==> src/rtl/pcs_ber_pkg.sv <==
// Shared types and constants for the 64b/66b receive-side BER monitor.
// The header classifier lives here so the block-lock logic can reuse it.
package pcs_ber_pkg;

  typedef enum logic [1:0] {
    ST_INIT = 2'd0,
    ST_TEST = 2'd1,
    ST_HI   = 2'd2
  } ber_state_e;

  localparam logic [1:0] SH_DATA = 2'b01;
  localparam logic [1:0] SH_CTRL = 2'b10;

  localparam int DEF_TIMER_CYCLES = 19531;
  localparam int DEF_BER_THRESH   = 16;
  localparam int DEF_TIMER_W      = 15;
  localparam int BER_COUNT_W      = 6;

  // Only 01 and 10 are legal sync headers.
  function automatic logic is_bad_hdr(input logic [1:0] hdr);
    return (hdr != SH_DATA) && (hdr != SH_CTRL);
  endfunction

endpackage

==> src/rtl/pcs_ber_timer.sv <==
// Loadable down-counter: counts CYCLES-1..0 while enabled and wraps on expiry.
// reload has priority over en; done is high while the count sits at zero.
module pcs_ber_timer #(
  parameter int CYCLES = 19531,
  parameter int W      = 15
) (
  input  logic clk,
  input  logic rst,
  input  logic en,
  input  logic reload,
  output logic done
);

  localparam logic [W-1:0] LOAD = W'(CYCLES - 1);

  logic [W-1:0] count;

  assign done = (count == '0);

  always_ff @(posedge clk) begin
    if (rst || reload) begin
      count <= LOAD;
    end else if (en) begin
      count <= done ? LOAD : count - W'(1);
    end
  end

endmodule

==> src/rtl/pcs_ber_monitor.sv <==
// Receive-path BER monitor: counts invalid sync headers per window, drives
// hi_ber to the 66b decoder and keeps clear-on-read status for management.
module pcs_ber_monitor
  import pcs_ber_pkg::*;
#(
  parameter int TIMER_CYCLES = DEF_TIMER_CYCLES,
  parameter int BER_THRESH   = DEF_BER_THRESH,
  parameter int TIMER_W      = DEF_TIMER_W
) (
  input  logic                   clk156,
  input  logic                   rst156,
  input  logic                   blk_valid,
  input  logic [1:0]             sync_hdr,
  input  logic                   blk_lock,
  input  logic                   test_mode,
  input  logic                   clr_status,
  output logic                   hi_ber,
  output logic                   hi_ber_ll,
  output logic [BER_COUNT_W-1:0] ber_count,
  output logic                   win_done
);

  localparam logic [5:0] THRESH = 6'(BER_THRESH);

  function automatic logic [BER_COUNT_W-1:0] sat_inc(input logic [BER_COUNT_W-1:0] v);
    return (&v) ? v : v + BER_COUNT_W'(1);
  endfunction

  ber_state_e state, state_nxt;
  logic [4:0] win_cnt, win_cnt_nxt;
  logic [5:0] win_sum;
  logic       hi_ber_nxt;
  logic       bad, cnt_bad;
  logic       tmr_en, tmr_reload, tmr_done;

  assign bad     = blk_valid & is_bad_hdr(sync_hdr);
  assign win_sum = {1'b0, win_cnt} + 6'(bad);
  // The status counter runs in TEST/HI only, and stops the moment lock is lost.
  assign cnt_bad = bad & (state != ST_INIT) & blk_lock & ~test_mode;

  pcs_ber_timer #(
    .CYCLES (TIMER_CYCLES),
    .W      (TIMER_W)
  ) u_timer (
    .clk    (clk156),
    .rst    (rst156),
    .en     (tmr_en),
    .reload (tmr_reload),
    .done   (tmr_done)
  );

  always_comb begin
    state_nxt   = state;
    win_cnt_nxt = win_cnt;
    hi_ber_nxt  = hi_ber;
    tmr_en      = 1'b0;
    tmr_reload  = 1'b0;
    if (!blk_lock || test_mode) begin
      state_nxt   = ST_INIT;
      win_cnt_nxt = '0;
      hi_ber_nxt  = 1'b0;
      tmr_reload  = 1'b1;
    end else begin
      unique case (state)
        ST_TEST: begin
          tmr_en = 1'b1;
          // Threshold wins over a coincident window expiry.
          if (win_sum == THRESH) begin
            hi_ber_nxt  = 1'b1;
            state_nxt   = ST_HI;
            win_cnt_nxt = '0;
            tmr_reload  = 1'b1;
          end else if (tmr_done) begin
            hi_ber_nxt  = 1'b0;
            win_cnt_nxt = '0;
          end else begin
            win_cnt_nxt = win_sum[4:0];
          end
        end
        ST_HI: begin
          tmr_en = 1'b1;
          if (tmr_done) begin
            win_cnt_nxt = '0;
            state_nxt   = ST_TEST;
          end
        end
        default: begin
          state_nxt   = ST_TEST;
          win_cnt_nxt = '0;
          hi_ber_nxt  = 1'b0;
          tmr_reload  = 1'b1;
        end
      endcase
    end
  end

  always_ff @(posedge clk156) begin
    if (rst156) begin
      state     <= ST_INIT;
      win_cnt   <= '0;
      hi_ber    <= 1'b0;
      hi_ber_ll <= 1'b0;
      ber_count <= '0;
      win_done  <= 1'b0;
    end else begin
      state     <= state_nxt;
      win_cnt   <= win_cnt_nxt;
      hi_ber    <= hi_ber_nxt;
      win_done  <= tmr_en & tmr_done;
      // The latch cannot be cleared while hi_ber is still asserted.
      hi_ber_ll <= hi_ber | hi_ber_nxt | (hi_ber_ll & ~clr_status);
      if (clr_status) begin
        ber_count <= BER_COUNT_W'(cnt_bad);
      end else if (cnt_bad) begin
        ber_count <= sat_inc(ber_count);
      end
    end
  end

endmodule

==> config.mk <==
export PLATFORM = sky130hd
export DESIGN_NAME = pcs_ber_monitor
export DESIGN_NICKNAME = d
export VERILOG_FILES = /design/src/rtl/pcs_ber_pkg.sv /design/src/rtl/pcs_ber_timer.sv /design/src/rtl/pcs_ber_monitor.sv
export SDC_FILE = /design/constraint.sdc
export NUM_CORES = 1
export LEC_CHECK = 0
export BUFFER_PORTS_ARGS = -buffer_cell sky130_fd_sc_hd__buf_2
export CAP_MARGIN = 15
export CORE_MARGIN = 5
export CORE_UTILIZATION = 52
export DETAILED_ROUTE_END_ITERATION = 10
export GPL_TIMING_DRIVEN = 0
export PLACE_DENSITY = 0.78
export SLEW_MARGIN = 25
export SYNTH_ARGS = -nofsm -noshare
export SYNTH_HDL_FRONTEND = slang
export SYNTH_HIERARCHICAL = 1
export SYNTH_SLANG_ARGS = --single-unit
==> constraint.sdc <==
create_clock -name clk156 -period 2.6 [get_ports clk156]
set_clock_uncertainty 0.1 [all_clocks]
set_input_delay 0.26 -clock clk156 [delete_from_list [all_inputs] [get_ports clk156]]
set_output_delay 0.26 -clock clk156 [all_outputs]
set_load 0.01 [all_outputs]
# Yosys cells after proc, flatten, opt, wreduce, memory -nomap -nowiden
# Index checks and enable logic that the tools add are counted.
[word_totals] register_bits=31 latchBits=0 mem_bits_rw=0 mem_bits_ro=0 input_bits=8 out_inout_bits=9 elab_cells=64 memories=0
[classes] add_sub_neg=3 multipliers=0 div_mod_pow=0 order_cmp=0 n_eq_ne=8 shift=0 mux=20 n_bitwise=11 n_reduce_logical=14
[op_table] operator="logical NOT 15 bit" count=1
[op_table] operator="two-way mux 15 bit" count=1
[op_table] operator="two-way mux 5 bit" count=3
[op_table] operator="subtractor 15 x 1 -> 15 bit (second input constant)" count=1
[op_table] operator="two-way mux 1 bit" count=10
[op_table] operator="one-hot mux 5 bit (2 select lines)" count=1
[op_table] operator="!= test 2 bit (second input constant)" count=4
[op_table] operator="adder 5 x 1 -> 6 bit" count=1
[op_table] operator="adder 6 x 1 -> 6 bit (second input constant)" count=1
[op_table] operator="bitwise AND 1 bit" count=6
[op_table] operator="equality test 6 x 5 -> 1 bit (second input constant)" count=1
[op_table] operator="AND reduction 2 bit" count=3
[op_table] operator="AND reduction 6 bit" count=1
[op_table] operator="OR reduction 2 bit" count=3
[op_table] operator="two-way mux 2 bit" count=2
[op_table] operator="one-hot mux 1 bit (2 select lines)" count=2
[op_table] operator="one-hot mux 2 bit (2 select lines)" count=1
[op_table] operator="nonzero test 2 bit" count=2
[op_table] operator="NOT 1 bit" count=3
[op_table] operator="equality test 2 x 1 -> 1 bit (second input constant)" count=1
[op_table] operator="equality test 2 bit (second input constant)" count=1
[op_table] operator="logical OR 1 bit" count=2
[op_table] operator="!= test 2 x 1 -> 1 bit (second input constant)" count=1
[op_table] operator="OR 1 bit" count=2
[op_table] operator="2 further kinds" count=2

# Longest topological paths before layout
# Gate-level depths: netlist of the first run.
[logic_depth] depth_word=10 depth_mapped=12 mapped_depth_nobuf=11

# Modules after synthesis
# Netlist of the first run, hierarchy kept.
[by_module_without_submodules] module="pcs_ber_monitor" n_inst=1 cells_per_inst=105 area_each_um2=904.6 seq_area_each_um2=320.3
[by_module_without_submodules] module="pcs_ber_timer" n_inst=1 cells_per_inst=79 area_each_um2=726.9 seq_area_each_um2=300.3

# Worst setup path before layout of the first run
# No wires, ideal clock.
[synth_path] kind="input to register" start="in sync_hdr[1]" end="reg u_timer.count[3]" setup_ns=0.150 arrival_ns=2.250 required_time_ns=2.350 path_slack_ns=0.100 stages=11 path_buffers=0 path_cell_list="xnor2_1 -> and2_1 -> ha_1 -> ha_1 -> nor2_1 -> and3_1 -> a22oi_2 -> mux2_2 -> nand2_1 -> a211oi_1 -> nand3_1"
[synth_via] elab_chain_len=9 word_cells_on_any_way=10 classes_between="add/sub: 1; eq/ne: 3; mux: 3; bitwise: 1; reduce/logical: 2"
[synth_rtl] item="start, declared" line="pcs_ber_monitor.sv:13" text="input logic [1:0] sync_hdr,"
[synth_rtl] item="!= test 2 x 1 -> 1 bit / != test 2 bit (equally long branches)" line="pcs_ber_pkg.sv:21" text="return (hdr != SH_DATA) && (hdr != SH_CTRL);"
[synth_rtl] item="logical AND 1 bit *" line="pcs_ber_pkg.sv:21"
[synth_rtl] item="bitwise AND 1 bit *" line="pcs_ber_monitor.sv:36" text="assign bad = blk_valid & is_bad_hdr(sync_hdr);"
[synth_rtl] item="adder 5 x 1 -> 6 bit *" line="pcs_ber_monitor.sv:37" text="assign win_sum = {1'b0, win_cnt} + 6'(bad);"
[synth_rtl] item="equality test 6 x 5 -> 1 bit *" line="pcs_ber_monitor.sv:68" text="if (win_sum == THRESH) begin"
[synth_rtl] item="two-way mux 1 bit *" line="pcs_ber_monitor.sv:68"
[synth_rtl] item="one-hot mux 1 bit (2 select lines) *" line="pcs_ber_monitor.sv:64" text="unique case (state)"
[synth_rtl] item="two-way mux 1 bit *" line="pcs_ber_monitor.sv:58" text="if (!blk_lock || test_mode) begin"
[synth_rtl] item="via tmr_reload" line="pcs_ber_monitor.sv:34" text="logic tmr_en, tmr_reload, tmr_done;"
[synth_rtl] item="logical OR 1 bit *" line="pcs_ber_timer.sv:21" text="if (rst || reload) begin"
[synth_rtl] item="end signal, assigned" line="pcs_ber_timer.sv:24" text="count <= done ? LOAD : count - W'(1);"
[synth_rtl] item="end, declared" line="pcs_ber_timer.sv:16" text="logic [W-1:0] count;"
# Mark *: on every way through the listed nets, which the timed path passes. The rest lies on a longest branch.
# A chain may end at the register's enable or synchronous reset.

# Worst setup path after layout of the first run
[layout_path] start="in sync_hdr[0]" end="reg u_timer.count[12]"
# Same word-level chain as after synthesis.

==> impl_metrics.env, run 1 <==
export IMPL_status="finished, final reports clean"
export IMPL_floorplan_die_area_mm2=0.00436
export IMPL_grt_setup_unrepaired="false"
export IMPL_synth_cell_types=52
export IMPL_initial_utilization_pct=53.9
export IMPL_std_cell_core_area_mm2=0.00303
export IMPL_areaGrowthSynthToFinish_pct=14.3
export IMPL_initial_antenna_violation_count=0
export IMPL_timing_critical_path_from_type="primary input"
export IMPL_power_leakage_nw=0.733
export IMPL_cap_viol_max_count=0
export IMPL_overall_track_demand_over_capacity_in_global_routing_pct=15.5
export IMPL_syn_inst=184
export IMPL_totalPowerFinal_mw=0.896
export IMPL_fmax_mhz=416
export IMPL_worst_margin_pin_slew_ps=565
export IMPL_vias=1365
export IMPL_insertedDiodeCount=0
export IMPL_synth_edf_count=0
export IMPL_detail_route_iter0_violations=68
export IMPL_seq_area_um2=621
export IMPL_synthesis_area_mm2=0.00163
export IMPL_avgSynthCellArea_um2=8.87
export IMPL_portBuffers=16
export IMPL_maxSlewViolCount=0
export IMPL_fill_cells=260
export IMPL_vdd_ir_drop_worst_uv=301
export IMPL_root_buffer="clkbuf_4"
export IMPL_globalRoute_totalOverflow=0
export IMPL_clkSinkCount=31
export IMPL_die_w_um=66.0
export IMPL_clk_latency_ps=320
export IMPL_remaining_drc_errors=0
export IMPL_grt_start_max_net_pins=11
export IMPL_finalSetupViolations=0
export IMPL_worstHoldPathCells=2
export IMPL_synth_sequential_area_ratio_pct=38.0
export IMPL_max_slew_margin_rel_pct=62.3
export IMPL_num_io_pins=17
export IMPL_netlist_top_cells_count="dfxtp_1, nor2_1, nand2_1"
export IMPL_ys_dominant_reg_cell="dfxtp_1"
export IMPL_worst_setup_ep_type="flip-flop"
export IMPL_num_rows=20
export IMPL_drt_first_pass_iters=4
export IMPL_first_global_vias=1263
export IMPL_globalplace_congestion=0.809
export IMPL_cts_setup_buffers=0
export IMPL_synth_async_sr_flop_share_pct=0
export IMPL_cts_htree_levels=2
export IMPL_yosys_warning_count=6
export IMPL_cp_required_ps=2760
export IMPL_timing_critical_path_fanout_max=9
export IMPL_post_drt_wl_per_cell_um=12.2
export IMPL_yosys_area_top_type="dfxtp_1"
export IMPL_yosys_cell_count_top_type="dfxtp_1"
export IMPL_numCtsBuffers=5
export IMPL_final_period_utilization_pct=92.4
export IMPL_mappedNetlistNets=200
export IMPL_final_net_count=223
export IMPL_multi_input_area_um2=970
export IMPL_post_synth_top_area_fraction_pct=38.0
export IMPL_post_route_cells_drive_above_1_share_pct=20.2
export IMPL_worst_hold_slack_ps=130
export IMPL_cts_repair_resized=1
export IMPL_clk_pin_slew_ps=100
export IMPL_stdcell_count=252
export IMPL_die_height_um=66.0
export IMPL_postRouteAntennaNets=0
export IMPL_route_final_wire_length_um=3080
export IMPL_power_per_cell_area_mw_per_mm2=480
export IMPL_detail_route_vias_per_cell=5.42
export IMPL_bufs_on_longest_clock_path=2
export IMPL_hp_class="in2reg"
export IMPL_postSynthRegisterBits=31
export IMPL_worst_r2r_path_depth=10
export IMPL_cts_hold_repair_buffers=0
export IMPL_timing_setup_critical_path_class="in2reg"
export IMPL_hold_violations=0
export IMPL_finalWorstPathRequiredPeriod_ps=2400
export IMPL_wire_length_of_the_first_global_routing_pass_um=5310
export IMPL_clock_tree_from_tritoncts="built"
export IMPL_netlist_top_cells_area="dfxtp_1, ha_1, nor2_1, xor2_1, nand2_1"
export IMPL_worst_endpoint_arrival_ps=2560
export IMPL_dp_cells=244
export IMPL_place_hpwl_um=2260
==> power by group <==
| group | switching, mW | internal, mW |
|---|---|---|
| Clock | 0.161 | 0.227 |
| Sequential | 0.000576 | 0.475 |
| Combinational | 0.0181 | 0.0140 |
| Total | 0.179 | 0.716 |
==> per-stage QoR <==
step / setup TNS, ps / instance area [µm²] / worst slack, ps / utilization (%)
after floorplan: 0 / 1630 / 100 / -
after global placement: -3070 / 1770 / -459 / 58.3
after detailed placement: -2940 / 1770 / -423 / 58.3
after CTS: 0 / 1860 / 184 / 61.4
after global routing: 0 / 1870 / 22.4 / 61.6
final: 0 / 1870 / 199 / 61.6
==> cell type report <==
| type | instances | share of cell area, % |
|---|---|---|
| buffer | 4 | 1.27 |
| clock buffer | 6 | 2.75 |
| clock inverter | 2 | 1.88 |
| inverter | 8 | 1.61 |
| multi-input combinational | 141 | 52.0 |
| sequential | 31 | 33.3 |
| tap | 44 | 2.95 |
| timing repair buffer | 16 | 4.29 |
==> state kept, by name, summed over array words and instances, names as in the netlist <==
name           flops
state              2
hi_ber             1
win_done           1
u_timer/count     15
ber_count          6
hi_ber_ll          1
win_cnt            5
==> cells by family after synthesis <==
| group | share of synthesized area (%) |
|---|---|
| simple gates | 31.7 |
| flops | 38.0 |
| fa+ha+maj | 6.14 |
| mux | 1.38 |
| compound gates | 10.8 |
| xor+xnor | 8.59 |
| buf+inv | 3.30 |
==> final timing paths <==
| kind | startpoint | to | slack [ps] |
|---|---|---|---|
| worst max-delay path | sync_hdr[0] | u_timer/count[12] | 200 |
| worst min-delay path | rst156 | ber_count[0] | 130 |
| worst max register to register | win_cnt[0] | u_timer/count[12] | 210 |
| worst min register to register | state[0] | state[0] | 410 |
==> worst max-delay path, stage by stage <==
cell,delay [ps]
buf_2,100
xnor2_1,130
and2_1,180
ha_1,230
ha_1,310
nor2_1,60
and3_1,180
a22oi_2,270
mux2_2,210
nand2_1,90
a211o_2,290
buf_6,140
nor2_1,90
==> placed cells by master, fill, tap and decap left out, types with 2 or more instances in the layout <==
cell type / instances
nor2b_1: 2
o21ai_0: 7
a21oi_1: 6
and3_1: 3
xor2_1: 10
and2_1: 3
xnor2_1: 6
nand2_1: 17
nor3b_1: 2
buf_2: 17
clkbuf_4: 5
ha_1: 8
nand4b_1: 3
nor2_1: 26
inv_1: 8
o21ai_2: 2
nor3_1: 2
nand4_1: 4
nand3_1: 8
dfxtp_1: 31
a22oi_1: 2
or2_2: 2
==> routing by layer <==
| layer | wire length, µm | track usage [%] | part of all wire [%] |
|---|---|---|---|
| met5 | 0 | 0 | 0 |
| met4 | 26 | 4.57 | 0.84 |
| met3 | 145 | 4.76 | 4.7 |
| met2 | 1490 | 27.3 | 49 |
| met1 | 1410 | 18.0 | 46 |
Note: power is estimated with default switching activity, not from simulation.
==> run 2, diff against run 1 <==
MAX_ROUTING_LAYER = met4   (was default)
==> run 2 against run 1 <==
  * Sequential share of layout area stayed put
  * First-iteration DRC count is 29% higher
  * Combinational power hardly changed
  * Clock power hardly changed
  * Non-clock buffer count stayed put
  * Wire length is 0.19% lower
  * Design area stayed put
  * Register-to-register slack hardly changed
  * Maximum frequency hardly changed
==> impl_metrics.env, run 2 (synthesis results as in run 1) <==
export IMPL_status="finished, final reports clean"
export IMPL_cp_cell_sequence="buf_2 -> xnor2_1 -> and2_1 -> ha_1 -> ha_1 -> nor2_1 -> and3_1 -> a22oi_2 -> mux2_2 -> nand2_1 -> a211o_2 -> buf_6 -> nor2_1"
export IMPL_seq_power_share_pct=53.1
export IMPL_groute_layer_met1_usage_pct=18.0
export IMPL_std_cell_core_area_mm2=0.00303
export IMPL_clock_power_share_pct=43.3
export IMPL_clkSinkCount=31
export IMPL_insertedDiodeCount=0
export IMPL_post_drt_wl_per_cell_um=12.2
export IMPL_worst_r2r_path_depth=10
export IMPL_detail_route_vias_per_cell=5.38
export IMPL_postRouteAntennaNets=0
export IMPL_num_io_pins=17
export IMPL_most_common_layout_cells="dfxtp_1, nor2_1, nand2_1, buf_2, xor2_1"
export IMPL_biggestRegsByFlops="u_timer/count x15, ber_count x6, win_cnt x5"
export IMPL_max_slew_margin_rel_pct=62.3
export IMPL_cts_repair_resized=1
export IMPL_post_route_cells_drive_above_1_share_pct=20.2
export IMPL_cp_required_ps=2760
export IMPL_initial_antenna_violation_count=0
export IMPL_timing_critical_path_from_type="primary input"
export IMPL_root_buffer="clkbuf_4"
export IMPL_place_hpwl_um=2260
export IMPL_layout_core_utilization_pct=61.6
export IMPL_worst_endpoint_arrival_ps=2560
export IMPL_portBuffers=16
export IMPL_hold_violations=0
export IMPL_maxSlewViolCount=0
export IMPL_overall_track_demand_over_capacity_in_global_routing_pct=15.9
export IMPL_remaining_drc_errors=0
export IMPL_bufs_on_longest_clock_path=2
export IMPL_initial_utilization_pct=53.9
export IMPL_areaGrowthSynthToFinish_pct=14.3
export IMPL_timing_critical_path_fanout_max=9
export IMPL_min_to="ber_count[0]"
export IMPL_globalRoute_totalOverflow=0
export IMPL_vias=1357
export IMPL_first_global_vias=1263
export IMPL_slowest_delay_ps=310
export IMPL_finalWorstPathRequiredPeriod_ps=2400
export IMPL_final_net_count=223
export IMPL_share_comb_of_total_power_pct=3.6
export IMPL_min_from="rst156"
export IMPL_final_design_area_no_fill_mm2=0.00187
export IMPL_finalSetupViolations=0
export IMPL_power_switching_fraction_pct=20.0
export IMPL_cts_setup_buffers=0
export IMPL_cap_viol_max_count=0
export IMPL_floorplan_die_area_mm2=0.00436
export IMPL_clk_pin_slew_ps=100
export IMPL_timing_critical_path_from="sync_hdr[0]"
export IMPL_worst_margin_pin_slew_ps=565
export IMPL_hp_class="in2reg"
export IMPL_cts_htree_levels=2
export IMPL_globalplace_congestion=0.820
export IMPL_worstHoldPathCells=2
export IMPL_largest_reg_flops=15
export IMPL_power_leakage_nw=0.733
export IMPL_grt_start_max_net_pins=11
export IMPL_die_height_um=66.0
export IMPL_power_per_cell_area_mw_per_mm2=480
export IMPL_regToRegSetupSlack_ps=210
export IMPL_worst_hold_slack_ps=129
export IMPL_drt_first_pass_iters=4
export IMPL_use_met3_pct=4.76
export IMPL_reg_to_reg_endpoint="u_timer/count[12]"
export IMPL_detail_route_iter0_violations=88
export IMPL_launch_point_of_the_worst_reg_to_reg_path="win_cnt[0]"
export IMPL_clock_tree_from_tritoncts="built"
export IMPL_use_met2_pct=27.3
export IMPL_p_int_mw=0.716
export IMPL_timing_setup_critical_path_class="in2reg"
export IMPL_grt_setup_unrepaired="false"
export IMPL_num_rows=20
export IMPL_die_w_um=66.0
export IMPL_final_period_utilization_pct=92.4
export IMPL_cts_hold_repair_buffers=0
export IMPL_vdd_ir_drop_worst_uv=301
export IMPL_top_register="u_timer/count"
export IMPL_route_final_wire_length_um=3070
export IMPL_fmax_mhz=416
export IMPL_numCtsBuffers=5
export IMPL_worst_path_max_delay_cell="ha_1"
export IMPL_worst_setup_ep_type="flip-flop"
export IMPL_final_common_cell="dfxtp_1"
export IMPL_placed_cell_area_mm2=0.00177
export IMPL_wire_length_of_the_first_global_routing_pass_um=5310
export IMPL_grt_most_used_layer="met2"
export IMPL_clk_latency_ps=320
export IMPL_power_net_switching_mw=0.179
[run 2: cell counts in the layout (fill, tap and decap cells not counted)]
Identical to the previous run, type by type.
[run 2: through the flow]
step / setup slack [ps] / instances / TNS, ps / power (mW)
floorplan: 100 / 184 / 0 / 0.507
global placement: -459 / 244 / -3070 / 0.518
detailed placement: -423 / 244 / -2940 / 0.518
CTS: 184 / 252 / 0 / 0.907
global route: 22.4 / 252 / 0 / 0.931
finish: 199 / 252 / 0 / 0.895
[run 2: how the worst max path moves through the flow]
stage | to | slack (ps) | depth (start not counted)
2_1_floorplan | u_timer/count[3] | 100 | 11
3_3_place_gp | u_timer/count[3] | -460 | 12
3_5_place_dp | u_timer/count[3] | -420 | 12
4_1_cts | u_timer/count[3] | 180 | 12
5_1_grt | u_timer/count[9] | 20 | 13
6_report | u_timer/count[12] | 200 | 13
[run 2: cell type report]
| class | instances | area, µm² |
|---|---|---|
| Fill cell | 260 | 1160 |
| Multi-Input combinational cell | 141 | 970 |
| Sequential cell | 31 | 621 |
| Timing Repair Buffer | 16 | 80.1 |
| Tap cell | 44 | 55.1 |
| Clock buffer | 6 | 51.3 |
| Clock inverter | 2 | 35.0 |
| Inverter | 8 | 30.0 |
| Buffer | 4 | 23.8 |
[run 2: critical path: cells and delay by family]
family / cells / cell delay (ps)
buffers and inverters: 2 / 240
adders and majority gates: 2 / 540
xor gates and xnor gates: 1 / 130
and+or+nand+nor: 5 / 600
AOI/OAI and AO/OA: 2 / 560
muxes: 1 / 210
[run 2: metal layers]
metal / wire length (µm) / share of wire [%] / up-vias
li1: - / - / 687
met1: 1410 / 46 / 643
met5: 0 / 0 / -
met2: 1490 / 49 / 23
met3: 140 / 4.6 / 4
met4: 26 / 0.85 / 0
[run 2: power groups by stage]
stage,registers [mW],logic (mW),clock network (mW)
detailed placement,0.487,0.0312,0
floorplan,0.487,0.0198,0
global placement,0.487,0.0308,0
finish,0.476,0.0321,0.388
global route,0.476,0.0368,0.418
CTS,0.476,0.0317,0.400
